[src/rtl/dsi_packet_assembler.sv]
// MIPI DSI short/long packet builder: serialises header, ECC, payload and CRC-16
// onto a single-lane byte-write handshake.
module dsi_packet_assembler #(
    parameter logic [15:0] CRC_INIT = 16'hFFFF
) (
    input  logic        clk_base,
    input  logic        reset,
    input  logic        cmd_valid,
    output logic        cmd_ready,
    input  logic [7:0]  cmd_di,
    input  logic [15:0] cmd_wc,
    input  logic        cmd_long,
    input  logic        cmd_hs,
    input  logic        cmd_last,
    input  logic        cmd_dummy,
    input  logic        pl_valid,
    output logic        pl_ready,
    input  logic [7:0]  pl_data,
    output logic [7:0]  lane_data,
    output logic        lane_write,
    output logic        lane_type,
    output logic        lane_eof,
    output logic        lane_dummy,
    input  logic        lane_ready,
    output logic        busy,
    output logic        err_underrun
);

    typedef enum logic [3:0] {
        StIdle,
        StDi,
        StWc0,
        StWc1,
        StEcc,
        StPayload,
        StCrc0,
        StCrc1,
        StDummy
    } state_e;

    state_e      state_q, state_d;
    logic [7:0]  di_q, di_d;
    logic [15:0] wc_q, wc_d;
    logic        long_q, long_d;
    logic        hs_q, hs_d;
    logic        last_q, last_d;
    logic [15:0] crc_q, crc_d;
    logic [15:0] cnt_q, cnt_d;

    logic [7:0]  ecc;
    logic        final_byte;

    // Hamming-style header ECC over {WC1, WC0, DI}; P7/P6 are always zero.
    function automatic logic [7:0] ecc_calc(input logic [23:0] d);
        ecc_calc = {2'b00,
                    ^(d & 24'hEFFC00),
                    ^(d & 24'hDF03F0),
                    ^(d & 24'hB8E38E),
                    ^(d & 24'h749A6D),
                    ^(d & 24'hF2555B),
                    ^(d & 24'hF12CB7)};
    endfunction

    function automatic logic [15:0] crc_byte(input logic [15:0] crc, input logic [7:0] b);
        logic [15:0] c;
        logic        fb;
        c = crc;
        for (int i = 0; i < 8; i++) begin
            fb = c[0] ^ b[i];
            c  = c >> 1;
            if (fb) begin
                c = c ^ 16'h8408;
            end
        end
        crc_byte = c;
    endfunction

    assign ecc        = ecc_calc({wc_q, di_q});
    assign final_byte = (state_q == StEcc && !long_q) || (state_q == StCrc1) ||
                        (state_q == StDummy);
    assign busy       = (state_q != StIdle);

    always_comb begin
        state_d      = state_q;
        di_d         = di_q;
        wc_d         = wc_q;
        long_d       = long_q;
        hs_d         = hs_q;
        last_d       = last_q;
        crc_d        = crc_q;
        cnt_d        = cnt_q;
        cmd_ready    = 1'b0;
        pl_ready     = 1'b0;
        lane_write   = 1'b0;
        lane_data    = 8'h00;
        lane_type    = busy ? hs_q : 1'b0;
        lane_eof     = 1'b0;
        lane_dummy   = 1'b0;
        err_underrun = 1'b0;

        unique case (state_q)
            StIdle: ;
            StDi: begin
                lane_write = lane_ready;
                lane_data  = di_q;
                if (lane_write) state_d = StWc0;
            end
            StWc0: begin
                lane_write = lane_ready;
                lane_data  = wc_q[7:0];
                if (lane_write) state_d = StWc1;
            end
            StWc1: begin
                lane_write = lane_ready;
                lane_data  = wc_q[15:8];
                if (lane_write) state_d = StEcc;
            end
            StEcc: begin
                lane_write = lane_ready;
                lane_data  = ecc;
                lane_eof   = !long_q && last_q;
                if (lane_write) begin
                    if (!long_q)           state_d = StIdle;
                    else if (wc_q == '0)   state_d = StCrc0;
                    else                   state_d = StPayload;
                end
            end
            StPayload: begin
                pl_ready     = lane_ready;
                lane_write   = lane_ready && pl_valid;
                lane_data    = pl_data;
                err_underrun = lane_ready && !pl_valid;
                if (lane_write) begin
                    crc_d = crc_byte(crc_q, pl_data);
                    cnt_d = cnt_q - 16'd1;
                    if (cnt_q == 16'd1) state_d = StCrc0;
                end
            end
            StCrc0: begin
                lane_write = lane_ready;
                lane_data  = crc_q[7:0];
                if (lane_write) state_d = StCrc1;
            end
            StCrc1: begin
                lane_write = lane_ready;
                lane_data  = crc_q[15:8];
                lane_eof   = last_q;
                if (lane_write) state_d = StIdle;
            end
            StDummy: begin
                lane_write = lane_ready;
                lane_dummy = 1'b1;
                lane_eof   = 1'b1;
                if (lane_write) state_d = StIdle;
            end
            default: state_d = StIdle;
        endcase

        // Accepting while the last byte goes out lets the next DI follow with no gap.
        cmd_ready = (state_q == StIdle) || (final_byte && lane_write);
        if (cmd_valid && cmd_ready) begin
            di_d    = cmd_di;
            wc_d    = cmd_wc;
            long_d  = cmd_long;
            hs_d    = cmd_hs;
            last_d  = cmd_last;
            crc_d   = CRC_INIT;
            cnt_d   = cmd_wc;
            state_d = cmd_dummy ? StDummy : StDi;
        end
    end

    always_ff @(posedge clk_base or posedge reset) begin
        if (reset) begin
            state_q <= StIdle;
            di_q    <= 8'h00;
            wc_q    <= 16'h0000;
            long_q  <= 1'b0;
            hs_q    <= 1'b0;
            last_q  <= 1'b0;
            crc_q   <= CRC_INIT;
            cnt_q   <= 16'h0000;
        end else begin
            state_q <= state_d;
            di_q    <= di_d;
            wc_q    <= wc_d;
            long_q  <= long_d;
            hs_q    <= hs_d;
            last_q  <= last_d;
            crc_q   <= crc_d;
            cnt_q   <= cnt_d;
        end
    end

endmodule

[config.mk]
export PLATFORM = sky130hd
export DESIGN_NAME = dsi_packet_assembler
export DESIGN_NICKNAME = d
export VERILOG_FILES = /design/src/rtl/dsi_packet_assembler.sv
export SDC_FILE = /design/constraint.sdc
export NUM_CORES = 1
export LEC_CHECK = 0
export ABC_CLOCK_PERIOD_IN_PS = 8200
export CAP_MARGIN = 20
export CORE_MARGIN = 2
export CORE_UTILIZATION = 60
export CTS_BUF_LIST = sky130_fd_sc_hd__clkbuf_4 sky130_fd_sc_hd__clkbuf_8 sky130_fd_sc_hd__clkbuf_16
export DETAILED_ROUTE_END_ITERATION = 16
export GPL_ROUTABILITY_DRIVEN = 1
export GPL_TIMING_DRIVEN = 1
export PLACE_DENSITY_LB_ADDON = 0.05
export SLEW_MARGIN = 20
export SYNTH_ARGS = -nofsm -noshare
export SYNTH_HDL_FRONTEND = slang
export SYNTH_SLANG_ARGS = --single-unit
[constraint.sdc]
create_clock -name clk_base -period 8.2 [get_ports clk_base]
set_clock_uncertainty 0.15 [all_clocks]
set_input_delay 0.82 -clock clk_base [delete_from_list [all_inputs] [get_ports clk_base]]
set_output_delay 0.82 -clock clk_base [all_outputs]
set_load 0.005 [all_outputs]
# Word-level counts from Yosys, hierarchy flattened
# Index checks and enable logic that the tools add are counted.
# totals
out_inout_bits	16
wordCells	117
in_bits	41
register_bits	63
# op_classes
eq_ne	18
bitwise	16
reduce_logical	26
addsub	1
mux	48
# op_table
operator	n
16-bit two-way mux	28
24-bit XOR reduction	6
8-bit case mux with 7 select lines	1
4-bit two-way mux	10
4-bit case mux with 8 select lines	1
2-bit NOT with 3-bit output	8
3-bit inequality test (second input constant)	6
16-bit by 1-bit == test with 1-bit output (second input constant)	1
4-bit by 3-bit == test with 1-bit output (second input constant)	4
16-bit logical NOT	1
16-bit by 1-bit subtractor with 16-bit output (second input constant)	1
9-bit AND reduction	1
4-bit by 2-bit == test with 1-bit output (second input constant)	2
1-bit XOR	8
7-bit OR reduction	1
1-bit logical AND	6
4-bit by 1-bit == test with 1-bit output (second input constant)	1
4-bit == test (second input constant)	1
4-bit logical NOT	1
1-bit two-way mux	4
2-bit nonzero test	2
4-bit nonzero test	1
1-bit logical OR	3
3-bit two-way mux	1
9 further kinds	10

# Logic depth before layout (Yosys ltp)
# depth
depth_word	33
ltp_mapped	9

# Worst setup path before layout
# No wires, ideal clock.
# synth_timing
kind	reg2out
from	register state_q[2]
to	output cmd_ready
stages_incl_launch_ff	6
path_buffers	2
setup_slack_ns	5.317
arrival_ns	1.913
t_required_ns	7.230
cell_sequence	dfrtp_1 > buf_2 > or4b_2 > o221a_2 > o21ai_2 > clkbuf_1
# synth_via
elab_chain_cells	6
elab_cells_between_ends	16
classes_between	eq/ne: 8; mux: 1; reduce/logical: 7
# synth_lines
element	line	rtl
start: declaration	41	state_e state_q, state_d;
start signal: assignment	175	state_q <= StIdle;
start signal: assignment	184	state_q <= state_d;
branches (longest 5 deep; another with 7-bit OR reduction)	n/a	
1-bit logical OR (*)	160	cmd_ready = (state_q == StIdle) || (final_byte && lane_write);
end: declaration	9	output logic cmd_ready,
# Every way passes the cells marked *.

# Worst setup path in the final report
# Ends and elaborated chain as after synthesis.

==> impl_summary.log <==
INFO  metric power_density = 530 mW/mm^2
INFO  metric io-pin-count = 57
INFO  metric grt_setup_unrepaired = false
INFO  metric cellLeakagePower = 1.89 nW
INFO  metric finalHoldViolations = 0
INFO  metric yosys_most_used_dff = sky130_fd_sc_hd__dfrtp_1
INFO  metric critical_path.endpoint_type = output pin
INFO  metric post-dp-hpwl = 7.92 mm
INFO  metric finalWirelength = 10.7 mm
INFO  metric clockBufferDepth = 2
INFO  metric synth-async-reset-ratio = 100%
INFO  metric cap_violations = 0
INFO  metric yosysMostFrequentCell = sky130_fd_sc_hd__xnor2_1
INFO  metric detailedRoute.firstIterationViolations = 141
INFO  metric track_usage = 30.1%
INFO  metric gpl.final_weighted_congestion = 0.939
INFO  metric area_grow_syn2layout = 18.8%
INFO  metric cts_root_buf = sky130_fd_sc_hd__clkbuf_8
INFO  metric route.antenna.remaining_nets = 0
INFO  metric fmax = 0.215 GHz
INFO  metric synth_cells = 421
INFO  metric globalRoute.totalOverflow = 0
INFO  metric run_status = completed
INFO  metric synth_register_bits = 63
INFO  metric routed_via_count = 3365
INFO  metric design.final.nets = 518
INFO  metric cp-start-kind = register
INFO  metric timing.slew.headroom = 27.0%
INFO  metric post-cts-setup-buffer-count = 0
INFO  metric chipWidth = 86.7 um
INFO  metric die-height = 86.7 um
INFO  metric min_path_type = reg -> reg
INFO  metric vias_per_cell = 6.10
INFO  metric final_period_minus_worst_setup_slack = 4.66 ns
INFO  metric diodes = 0
INFO  metric yosys_warnings = 0
INFO  metric muxShareOfSynthArea = 8.61%
INFO  metric floorplan.die_area = 0.00751 mm^2
INFO  metric portBuffers = 56
INFO  metric vias_in_the_first_global_route = 3271
INFO  metric insertion_delay = 0.35 ns
INFO  metric cell_chain_of_the_critical_path = or4b_1 > o221a_2 > o21ai_2 > clkdlybuf4s50_1
INFO  metric antenna_found_initial = 0
INFO  metric setup_viol = 0
INFO  metric ys_top_cells_by_count = sky130_fd_sc_hd__xnor2_1, sky130_fd_sc_hd__dfrtp_1, sky130_fd_sc_hd__o21ai_0
INFO  metric cp_num_buf_inv = 1
INFO  metric synth-seq-area-share = 38.9%
INFO  metric synth_simple_gate_area_share = 13.5%
INFO  metric synthAdderAreaFrac = 3.05%
INFO  metric leading_cell_types_by_total_area_after_synthesis = sky130_fd_sc_hd__dfrtp_1, sky130_fd_sc_hd__xnor2_1, sky130_fd_sc_hd__dfstp_2
INFO  metric core_area = 0.00672 mm^2
INFO  metric timing_worst_setup_path_type = reg -> out
INFO  metric yosysTopAreaCellShare = 28.7%
INFO  metric post_drt_wl_per_cell = 19.4 um
INFO  metric synth_compound_gate_area_share = 13.6%
INFO  metric synth_top_cell_by_area = sky130_fd_sc_hd__dfrtp_1
INFO  metric worstPathMaxFanout = 28
INFO  metric remaining_routing_drc_violations = 0
INFO  metric postCtsResizedCells = 0
INFO  metric postLayoutCoreUtil = 72.5%
INFO  metric synth_edf_count = 0
INFO  metric tightestPinTransition = 1.09 ns
INFO  metric cts_inserted_buffers = 9
INFO  metric grt_pass1_wl = 17.1 mm
INFO  metric slew_violations = 0
INFO  metric syn-cell-area = 0.00410 mm^2
INFO  metric layout_cell_share_with_drive_strength_beyond_1 = 13.1%
INFO  metric synth_nets = 472
INFO  metric tritoncts_clock_tree = done
INFO  metric path_delay_family = flip-flops
INFO  metric postCtsHoldBufs = 0
INFO  metric timing.critical_path.slowest_stage_cell = sky130_fd_sc_hd__dfrtp_1
INFO  metric dominant_combinational_cell_family_by_area_after_synthesis = XOR/XNOR gates
INFO  metric cpPeakStageDelay = 1.06 ns
INFO  metric arrival = 3.69 ns
INFO  metric synth_xor_area_share = 17.3%
INFO  metric fin_setup_tns = 0 ns
INFO  metric htree_levels = 3
INFO  metric report.power.total = 2.58 mW
INFO  metric initial_core_util = 61.0%
INFO  metric maximum_number_of_pins_on_one_net_before_global_route_repair = 64
INFO  metric vdd.ir_drop.worst = 0.295 mV
INFO  metric clkSinkCount = 63
INFO  metric ys_types = 56
INFO  metric postSynthAreaPerCell = 9.74 um^2
INFO  metric firstDrtPassIters = 5
INFO  metric required = 7.23 ns
INFO  metric clk_pin_slew_worst_setup_hold_paths = 0.07 ns
INFO  metric num_rows = 30
INFO  metric tcrit_tclk_final = 56.8%
==> per-layer routing <==
layer  GRT usage (%)  part of all wire, %  vias up
met2            46.1                   46      144
met4            12.1                  2.1        0
li1                -                    -     1568
met5               0                    0        -
met3            5.62                  6.4       23
met1            42.2                   45     1630
==> placed cells by master, fill, tap and decap left out, types with 2 or more instances in the layout <==
cell type                          n
sky130_fd_sc_hd__a221o_1           2
sky130_fd_sc_hd__or4_4             2
sky130_fd_sc_hd__nand3_1          14
sky130_fd_sc_hd__mux2i_1           6
sky130_fd_sc_hd__mux2_2           13
sky130_fd_sc_hd__xor2_1           10
sky130_fd_sc_hd__clkinv_2          2
sky130_fd_sc_hd__mux4_2            4
sky130_fd_sc_hd__clkdlybuf4s50_1  56
sky130_fd_sc_hd__a222oi_1          3
sky130_fd_sc_hd__ha_1             10
sky130_fd_sc_hd__nor2b_1           2
sky130_fd_sc_hd__nor2_1           36
sky130_fd_sc_hd__dfrtp_1          47
sky130_fd_sc_hd__o21ai_0          37
sky130_fd_sc_hd__a22oi_1          17
sky130_fd_sc_hd__nor3_1           10
sky130_fd_sc_hd__mux2_1            5
sky130_fd_sc_hd__dfstp_2          16
sky130_fd_sc_hd__xnor2_1          71
sky130_fd_sc_hd__or4_1             3
sky130_fd_sc_hd__nand2_1          12
sky130_fd_sc_hd__and2_1            4
sky130_fd_sc_hd__buf_4             2
sky130_fd_sc_hd__clkbuf_8         11
sky130_fd_sc_hd__nand4_1           3
sky130_fd_sc_hd__a22o_1            4
sky130_fd_sc_hd__or3_1             3
sky130_fd_sc_hd__o22ai_1           2
sky130_fd_sc_hd__nor4b_1           2
sky130_fd_sc_hd__nor4_1            3
sky130_fd_sc_hd__nand2b_1          3
sky130_fd_sc_hd__o31ai_1           3
sky130_fd_sc_hd__a21oi_1           7
sky130_fd_sc_hd__inv_1            24
==> through the flow <==
| stage | hold WS [ns] | area, um^2 | setup slack [ns] | std cells |
|---|---|---|---|---|
| 2_1_floorplan | 0.322 | 4100 | 5.32 | 421 |
| 3_3_place_gp | 0.334 | 4660 | 4.10 | 536 |
| 3_5_place_dp | 0.343 | 4660 | 4.00 | 536 |
| 4_1_cts | 0.359 | 4870 | 3.60 | 552 |
| 5_1_grt | 0.369 | 4870 | 3.39 | 552 |
| 6_report | 0.353 | 4870 | 3.54 | 552 |
==> sequential cells by signal (all words and copies together) (netlist names) <==
signal   count
long_q       1
cnt_q       16
wc_q        16
di_q         8
last_q       1
crc_q       16
state_q      4
hs_q         1
==> worst register-to-register path, stage by stage (launching register included) <==
cell and delay (ns):
sky130_fd_sc_hd__dfrtp_1 1.06, sky130_fd_sc_hd__or4b_1 0.68, sky130_fd_sc_hd__o221a_2 0.33, sky130_fd_sc_hd__o21ai_2 0.64, sky130_fd_sc_hd__and2_1 0.49, sky130_fd_sc_hd__buf_4 0.39, sky130_fd_sc_hd__mux2_2 0.40
==> where the power goes <==
| part | leakage [nW] | total [mW] | internal [mW] | switching (mW) |
|---|---|---|---|---|
| Clock | 0.105 | 0.282 | 0.156 | 0.126 |
| Combinational | 1.04 | 1.57 | 0.847 | 0.727 |
| Sequential | 0.744 | 0.726 | 0.489 | 0.236 |
| Total | 1.89 | 2.58 | 1.49 | 1.09 |
==> cell type report <==
cell class / count / area, um^2
multi-input combinational: 310 / 2300
fill: 535 / 1850
sequential: 63 / 1600
timing repair buffer: 58 / 576
clock buffer: 11 / 151
tap: 80 / 100
inverter: 25 / 93.8
clock inverter: 5 / 56.3
==> worst paths after layout <==
check	end	slack, ns	depth (start not counted)	startpoint
worst max-delay path	cmd_ready	3.54	4	state_q[2]
worst min register to register	hs_q	0.35	1	hs_q
worst max register to register	di_q[6]	3.95	6	state_q[2]
min in group asynchronous	cnt_q[6]	0.89	3	reset
worst min-delay path	hs_q	0.35	1	hs_q
max in group asynchronous	state_q[2]	6.49	3	reset
==> cell families after synthesis <==
kind of cell,count (synthesis)
adder cells (fa/ha/maj),10
flip-flops,63
AND/OR/NAND/NOR,106
buffers and inverters,48
XOR/XNOR,81
AO/OA/AOI/OAI,85
multiplexers,28
Note: power is estimated with default switching activity, not from simulation.
